--- src/rtl/hazard_pkg.sv ---
// Shared types and output-vector encodings for the hazard scoreboard.
// Output vectors are ordered {pc_write, if_id_write, control, if_id_flush}.
package hazard_pkg;

    typedef enum logic {
        RUN      = 1'b0,
        REDIRECT = 1'b1
    } state_t;

    localparam logic [3:0] OUT_STALL    = 4'b0000;
    localparam logic [3:0] OUT_REDIRECT = 4'b1011;
    localparam logic [3:0] OUT_NORMAL   = 4'b1110;
    localparam logic [3:0] OUT_RESET    = 4'b0001;

    localparam int MAX_LAT_DEF = 7;

endpackage

--- src/rtl/reg_scoreboard.sv ---
// Per-register countdown of cycles until a pending write reaches the register file,
// with strict (any pending) and slack (beyond forwarding reach) busy results for two sources.
module reg_scoreboard #(
    parameter int NUM_REGS  = 32,
    parameter int REG_W     = $clog2(NUM_REGS),
    parameter int MAX_LAT   = 7,
    parameter int LAT_W     = $clog2(MAX_LAT + 1),
    parameter int FWD_SLACK = 0
) (
    input  logic             clk,
    input  logic             rst_n,
    input  logic             issue,
    input  logic [REG_W-1:0] issue_rd,
    input  logic [LAT_W-1:0] issue_lat,
    input  logic [REG_W-1:0] rs,
    input  logic [REG_W-1:0] rt,
    output logic             rs_busy_strict,
    output logic             rs_busy_slack,
    output logic             rt_busy_strict,
    output logic             rt_busy_slack
);

    logic [LAT_W-1:0] cnt [NUM_REGS];
    logic [LAT_W-1:0] lat_c;

    assign lat_c = (int'(issue_lat) > MAX_LAT) ? LAT_W'(MAX_LAT) : issue_lat;

    // A fresh issue replaces whatever the register was counting (youngest writer wins).
    always_ff @(posedge clk or negedge rst_n) begin
        if (!rst_n) begin
            for (int r = 0; r < NUM_REGS; r++) begin
                cnt[r] <= '0;
            end
        end else begin
            cnt[0] <= '0;
            for (int r = 1; r < NUM_REGS; r++) begin
                if (issue && (int'(issue_rd) == r)) begin
                    cnt[r] <= lat_c;
                end else if (cnt[r] != '0) begin
                    cnt[r] <= cnt[r] - 1'b1;
                end
            end
        end
    end

    assign rs_busy_strict = (cnt[rs] != '0);
    assign rt_busy_strict = (cnt[rt] != '0);
    assign rs_busy_slack  = (int'(cnt[rs]) > FWD_SLACK);
    assign rt_busy_slack  = (int'(cnt[rt]) > FWD_SLACK);

endmodule

--- src/rtl/hazard_scoreboard.sv ---
// Stall/flush controller beside ID: scoreboard-based data hazards, control-source hazards,
// multi-cycle redirect flushes, a saturating stall counter and a sticky stall watchdog.
module hazard_scoreboard
    import hazard_pkg::*;
#(
    parameter int NUM_REGS    = 32,
    parameter int REG_W       = $clog2(NUM_REGS),
    parameter int MAX_LAT     = MAX_LAT_DEF,
    parameter int LAT_W       = $clog2(MAX_LAT + 1),
    parameter int FWD_SLACK   = 0,
    parameter int FLUSH_DEPTH = 1
) (
    input  logic             clk,
    input  logic             rst_n,
    input  logic             id_valid,
    input  logic [REG_W-1:0] id_rs,
    input  logic [REG_W-1:0] id_rt,
    input  logic             id_uses_rs,
    input  logic             id_uses_rt,
    input  logic             id_reg_write,
    input  logic [REG_W-1:0] id_rd,
    input  logic [LAT_W-1:0] id_latency,
    input  logic             jump,
    input  logic             jump_reg,
    input  logic             branch,
    output logic             pc_write,
    output logic             if_id_write,
    output logic             control,
    output logic             if_id_flush,
    output logic [31:0]      stall_count,
    output logic             error
);

    localparam int FL_W = 3;
    localparam int SR_W = $clog2(MAX_LAT + 3) + 1;

    state_t          state, state_next;
    logic [FL_W-1:0] flush_cnt, flush_next;
    logic [SR_W-1:0] stall_run;
    logic [3:0]      outv;
    logic            stall, issue_ok, issue;
    logic            rs_busy_strict, rs_busy_slack, rt_busy_strict, rt_busy_slack;
    logic            data_hz, ctl_hz, redirect_req;

    assign issue = issue_ok & id_reg_write & (id_rd != '0) & (id_latency != '0);

    reg_scoreboard #(
        .NUM_REGS  (NUM_REGS),
        .REG_W     (REG_W),
        .MAX_LAT   (MAX_LAT),
        .LAT_W     (LAT_W),
        .FWD_SLACK (FWD_SLACK)
    ) u_sb (
        .clk            (clk),
        .rst_n          (rst_n),
        .issue          (issue),
        .issue_rd       (id_rd),
        .issue_lat      (id_latency),
        .rs             (id_rs),
        .rt             (id_rt),
        .rs_busy_strict (rs_busy_strict),
        .rs_busy_slack  (rs_busy_slack),
        .rt_busy_strict (rt_busy_strict),
        .rt_busy_slack  (rt_busy_slack)
    );

    // Branch/jump operands are read in ID itself, so forwarding slack cannot help them.
    assign data_hz      = (id_uses_rs & rs_busy_slack) | (id_uses_rt & rt_busy_slack);
    assign ctl_hz       = (jump_reg & rs_busy_strict) | (branch & (rs_busy_strict | rt_busy_strict));
    assign redirect_req = jump | jump_reg | branch;

    always_comb begin
        state_next = state;
        flush_next = flush_cnt;
        outv       = OUT_NORMAL;
        stall      = 1'b0;
        issue_ok   = 1'b0;
        case (state)
            RUN: begin
                if (id_valid) begin
                    if (data_hz | ctl_hz) begin
                        outv  = OUT_STALL;
                        stall = 1'b1;
                    end else begin
                        issue_ok = 1'b1;
                        if (redirect_req) begin
                            outv = OUT_REDIRECT;
                            if (FLUSH_DEPTH > 1) begin
                                state_next = REDIRECT;
                                flush_next = FL_W'(FLUSH_DEPTH - 1);
                            end
                        end
                    end
                end
            end
            REDIRECT: begin
                outv = OUT_REDIRECT;
                if (flush_cnt <= FL_W'(1)) begin
                    state_next = RUN;
                    flush_next = '0;
                end else begin
                    flush_next = flush_cnt - 1'b1;
                end
            end
            default: state_next = RUN;
        endcase
        if (!rst_n) begin
            outv  = OUT_RESET;
            stall = 1'b0;
        end
    end

    assign {pc_write, if_id_write, control, if_id_flush} = outv;

    always_ff @(posedge clk or negedge rst_n) begin
        if (!rst_n) begin
            state     <= RUN;
            flush_cnt <= '0;
        end else begin
            state     <= state_next;
            flush_cnt <= flush_next;
        end
    end

    // Watchdog trips on the stall that makes the consecutive run exceed MAX_LAT+1.
    always_ff @(posedge clk or negedge rst_n) begin
        if (!rst_n) begin
            stall_run   <= '0;
            stall_count <= '0;
            error       <= 1'b0;
        end else begin
            if (stall) begin
                if (stall_run != '1) begin
                    stall_run <= stall_run + 1'b1;
                end
                if (int'(stall_run) >= MAX_LAT + 1) begin
                    error <= 1'b1;
                end
            end else begin
                stall_run <= '0;
            end
            if (!pc_write && (stall_count != '1)) begin
                stall_count <= stall_count + 1'b1;
            end
        end
    end

endmodule

--- config.mk ---
export PLATFORM = sky130hd
export DESIGN_NAME = hazard_scoreboard
export DESIGN_NICKNAME = d
export VERILOG_FILES = /design/src/rtl/hazard_pkg.sv /design/src/rtl/reg_scoreboard.sv /design/src/rtl/hazard_scoreboard.sv
export SDC_FILE = /design/constraint.sdc
export NUM_CORES = 1
export LEC_CHECK = 0
export ABC_CLOCK_PERIOD_IN_PS = 6350
export BUFFER_PORTS_ARGS = -buffer_cell sky130_fd_sc_hd__buf_2
export CORE_MARGIN = 2
export CORE_UTILIZATION = 35
export DETAILED_ROUTE_END_ITERATION = 16
export PLACE_DENSITY_LB_ADDON = 0.2
export SETUP_SLACK_MARGIN = 0.15
export SYNTH_ARGS = -nofsm -noshare
export SYNTH_HDL_FRONTEND = slang
export SYNTH_SLANG_ARGS = --single-unit
export TNS_END_PERCENT = 5
--- constraint.sdc ---
create_clock -name clk -period 6.35 [get_ports clk]
set_clock_uncertainty 0.2 [all_clocks]
set_input_delay 1.27 -clock clk [delete_from_list [all_inputs] [get_ports clk]]
set_output_delay 1.27 -clock clk [all_outputs]
set_load 0.02 [all_outputs]
==> qor.yml <==
muxShareOfSynthArea_pct: 19.42
route.detailed.drc: 0
numPortBuffers: 63
cp.required_ns: 4.88
die_h_microns: 173.3
hold_buffers: 0
hold_viol_final: 0
synthSimpleGateAreaFrac_pct: 22.28
grt_usage_pct: 16.51
nets: 1054
place_ws_ns: 0.9791
synth_compound_area_share_pct: 5.497
synth_area_leader_cell: "dfrtp_1"
setup_violations: 0
synthFlopType: "dfrtp_1"
p_leak_nw: 5.487
post_cts_buffers: 0
fillers: 2743
start_util_pct: 35.83
ys_ff_latch: 135
ir_worst_vdd_mv: 0.1956
gp_congestion: 0.8037
rsz0062_at_grt: "no"
cts_tree: "done"
power.density_nw_per_um2: 440.7
yosysSeqAreaShare_pct: 33.66
path_max_fanout: 27
synth-edff-count: 0
cts_sinks: 135
rows: 61
drive_gt1_share_pct: 28.09
yosys-top-cells-area: "dfrtp_1 34%, mux2_4 9.4%, ha_1 8.5%"
netlist_instances: 905
critPathKind: "input pin to primary output"
overflow: 0
grt_pass1_vias: 6767
synth.distinct_cells: 73
layout_setup_ws_ns: 1.003
endpoint_kind: "primary output"
worst_pin_slew_ns: 0.9953
fp.coreArea_sq_um: 28010
finalMaxSlewViolations: 0
grt_max_degree: 79
synth_top_family_by_area: "simple AND/OR/NAND/NOR gates"
multi_input_area_sq_um: 6153
max_freq_mhz: 187.0
register_area_sq_um: 3378
wl_per_cell_microns: 17.66
status: "finished clean"
cts_root_buf: "clkbuf_16"
cts_resized: 0
post-synth-top-count-cell: "dfrtp_1"
cap_violations: 0
grt_first_pass_wirelength_microns: 38940
routed_wl_microns: 23840
fin_tns_setup_ns: 0
yosys.area.top_type_share_pct: 33.66
synth.avg_cell_area_sq_um: 11.09
cts_max_path_buffers: 2
drt_pre_antenna_iters: 5
diodes: 0
yosys-top-cells-count: "135 x dfrtp_1, 97 x nor2_1, 69 x inv_1"
synthAdderAreaFrac_pct: 8.477
pin_count: 64
insertion_delay_ns: 0.43
area_growth_syn_to_layout_pct: 11.77
yosysWarnings: 0
drtAntennaViolNets: 0
fin_crit_sh_pct: 84.21
cts_buffers: 17
start_kind: "input pin"
async_flop_share_pct: 100.0
dr_total_vias: 6821
crit_arrival_ns: 3.88
cts_htree_levels: 4
synth_area_sq_um: 10040
die_width_microns: 173.3
dpl.hpwl_microns: 16770
die-area_sq_um: 30050
viasPerCell: 5.053
clkTransAtPathRegs_ns: 0.06
antenna_found_initial: 0
synth_nets: 1000
synth-xor-area-share_pct: 5.585
slew_headroom_pct: 33.13
finalCriticalPeriod_ns: 5.347
drtIter0Drc: 432
hold_path_class: "register to register"
-- per-stage QoR --
stage / hold WS [ns] / util, % / total power, mW / area [sq um] / instances
2_1_floorplan: 0.2675 / - / 3.494 / 10040 / 905
3_5_place_dp: 0.2613 / 37.98 / 3.968 / 10640 / 1318
6_report: 0.2743 / 40.05 / 4.944 / 11220 / 1350
4_1_cts: 0.2765 / 40.05 / 5.001 / 11220 / 1350
3_3_place_gp: 0.2595 / 37.98 / 3.914 / 10640 / 1318
5_1_grt: 0.3009 / 40.05 / 5.355 / 11220 / 1350
-- per-layer routing --
metal	up-vias	part of all wire [%]	wire, microns	track usage [%]
met1	3358	48	11550	22.99
met3	20	3.6	865	2.346
li1	3313	-	-	-
met5	-	0	0	0
met2	130	47	11190	26.93
met4	0	1.0	241	4.202
-- cells in the final DEF (no fill, tap or decap), types with 11 or more instances in the layout --
cell | synthesis | layout
nand2_1 | 20 | 20
mux2_2 | 38 | 38
nand2b_1 | 44 | 44
buf_2 | 11 | 62
nor4_1 | 11 | 11
clkbuf_16 | 0 | 17
nand4_4 | 12 | 12
ha_1 | 68 | 68
mux2_1 | 22 | 22
dfrtp_1 | 135 | 135
xor2_1 | 28 | 28
nor3_1 | 30 | 30
inv_1 | 69 | 69
nor2_1 | 97 | 97
xnor2_1 | 36 | 36
mux2_4 | 63 | 63
nand4b_4 | 15 | 15
a21oi_1 | 34 | 34
-- final cells by class --
type	count	area share, %
Clock inverter	15	1.383
Multi-Input combinational cell	665	54.85
Sequential cell	135	30.11
Clock buffer	17	3.792
Timing Repair Buffer	69	3.268
Tap cell	378	4.216
Inverter	71	2.376
-- flip-flops by register name (all words and copies together) (netlist names) --
register / flops
u_sb.cnt: 93
flush_cnt: 3
stall_run: 5
state: 1
stall_count: 32
error: 1
-- path summary, 6_finish.rpt --
check	from	slack [ns]	depth (start not counted)	endpoint
setup / recovery	id_rs[1]	1.00	9	if_id_write
hold / removal	error	0.27	1	error
setup reg to reg	u_sb.cnt[72]	2.68	8	u_sb.cnt[58]
hold reg to reg	error	0.27	1	error
max in group asynchronous	rst_n	3.98	2	u_sb.cnt[45]
min in group asynchronous	rst_n	0.68	1	u_sb.cnt[34]
-- power by group --
part           leakage [nW]  switching [mW]  internal (mW)
Sequential             1.62           0.363           1.23
Clock                 0.274           0.449          0.555
Combinational          3.60            1.00           1.34
Total                  5.49            1.82           3.13
-- critical path, cell delays in order --
cell and delay [ns]:
buf_2 0.42, or4b_1 0.49, a211oi_1 0.30, a2111oi_2 0.10
a31oi_2 0.26, nand4_1 0.31, or2_2 0.38, a21oi_1 0.14
buf_2 0.18
-- logic make-up after synthesis --
family                   Yosys count
XOR/XNOR                          64
flip-flops                       135
AO/OA/AOI/OAI                     79
adder cells (fa/ha/maj)           68
multiplexers                     140
buffers and inverters            105
AND/OR/NAND/NOR                  314
Power figures use the tool's default switching activity.
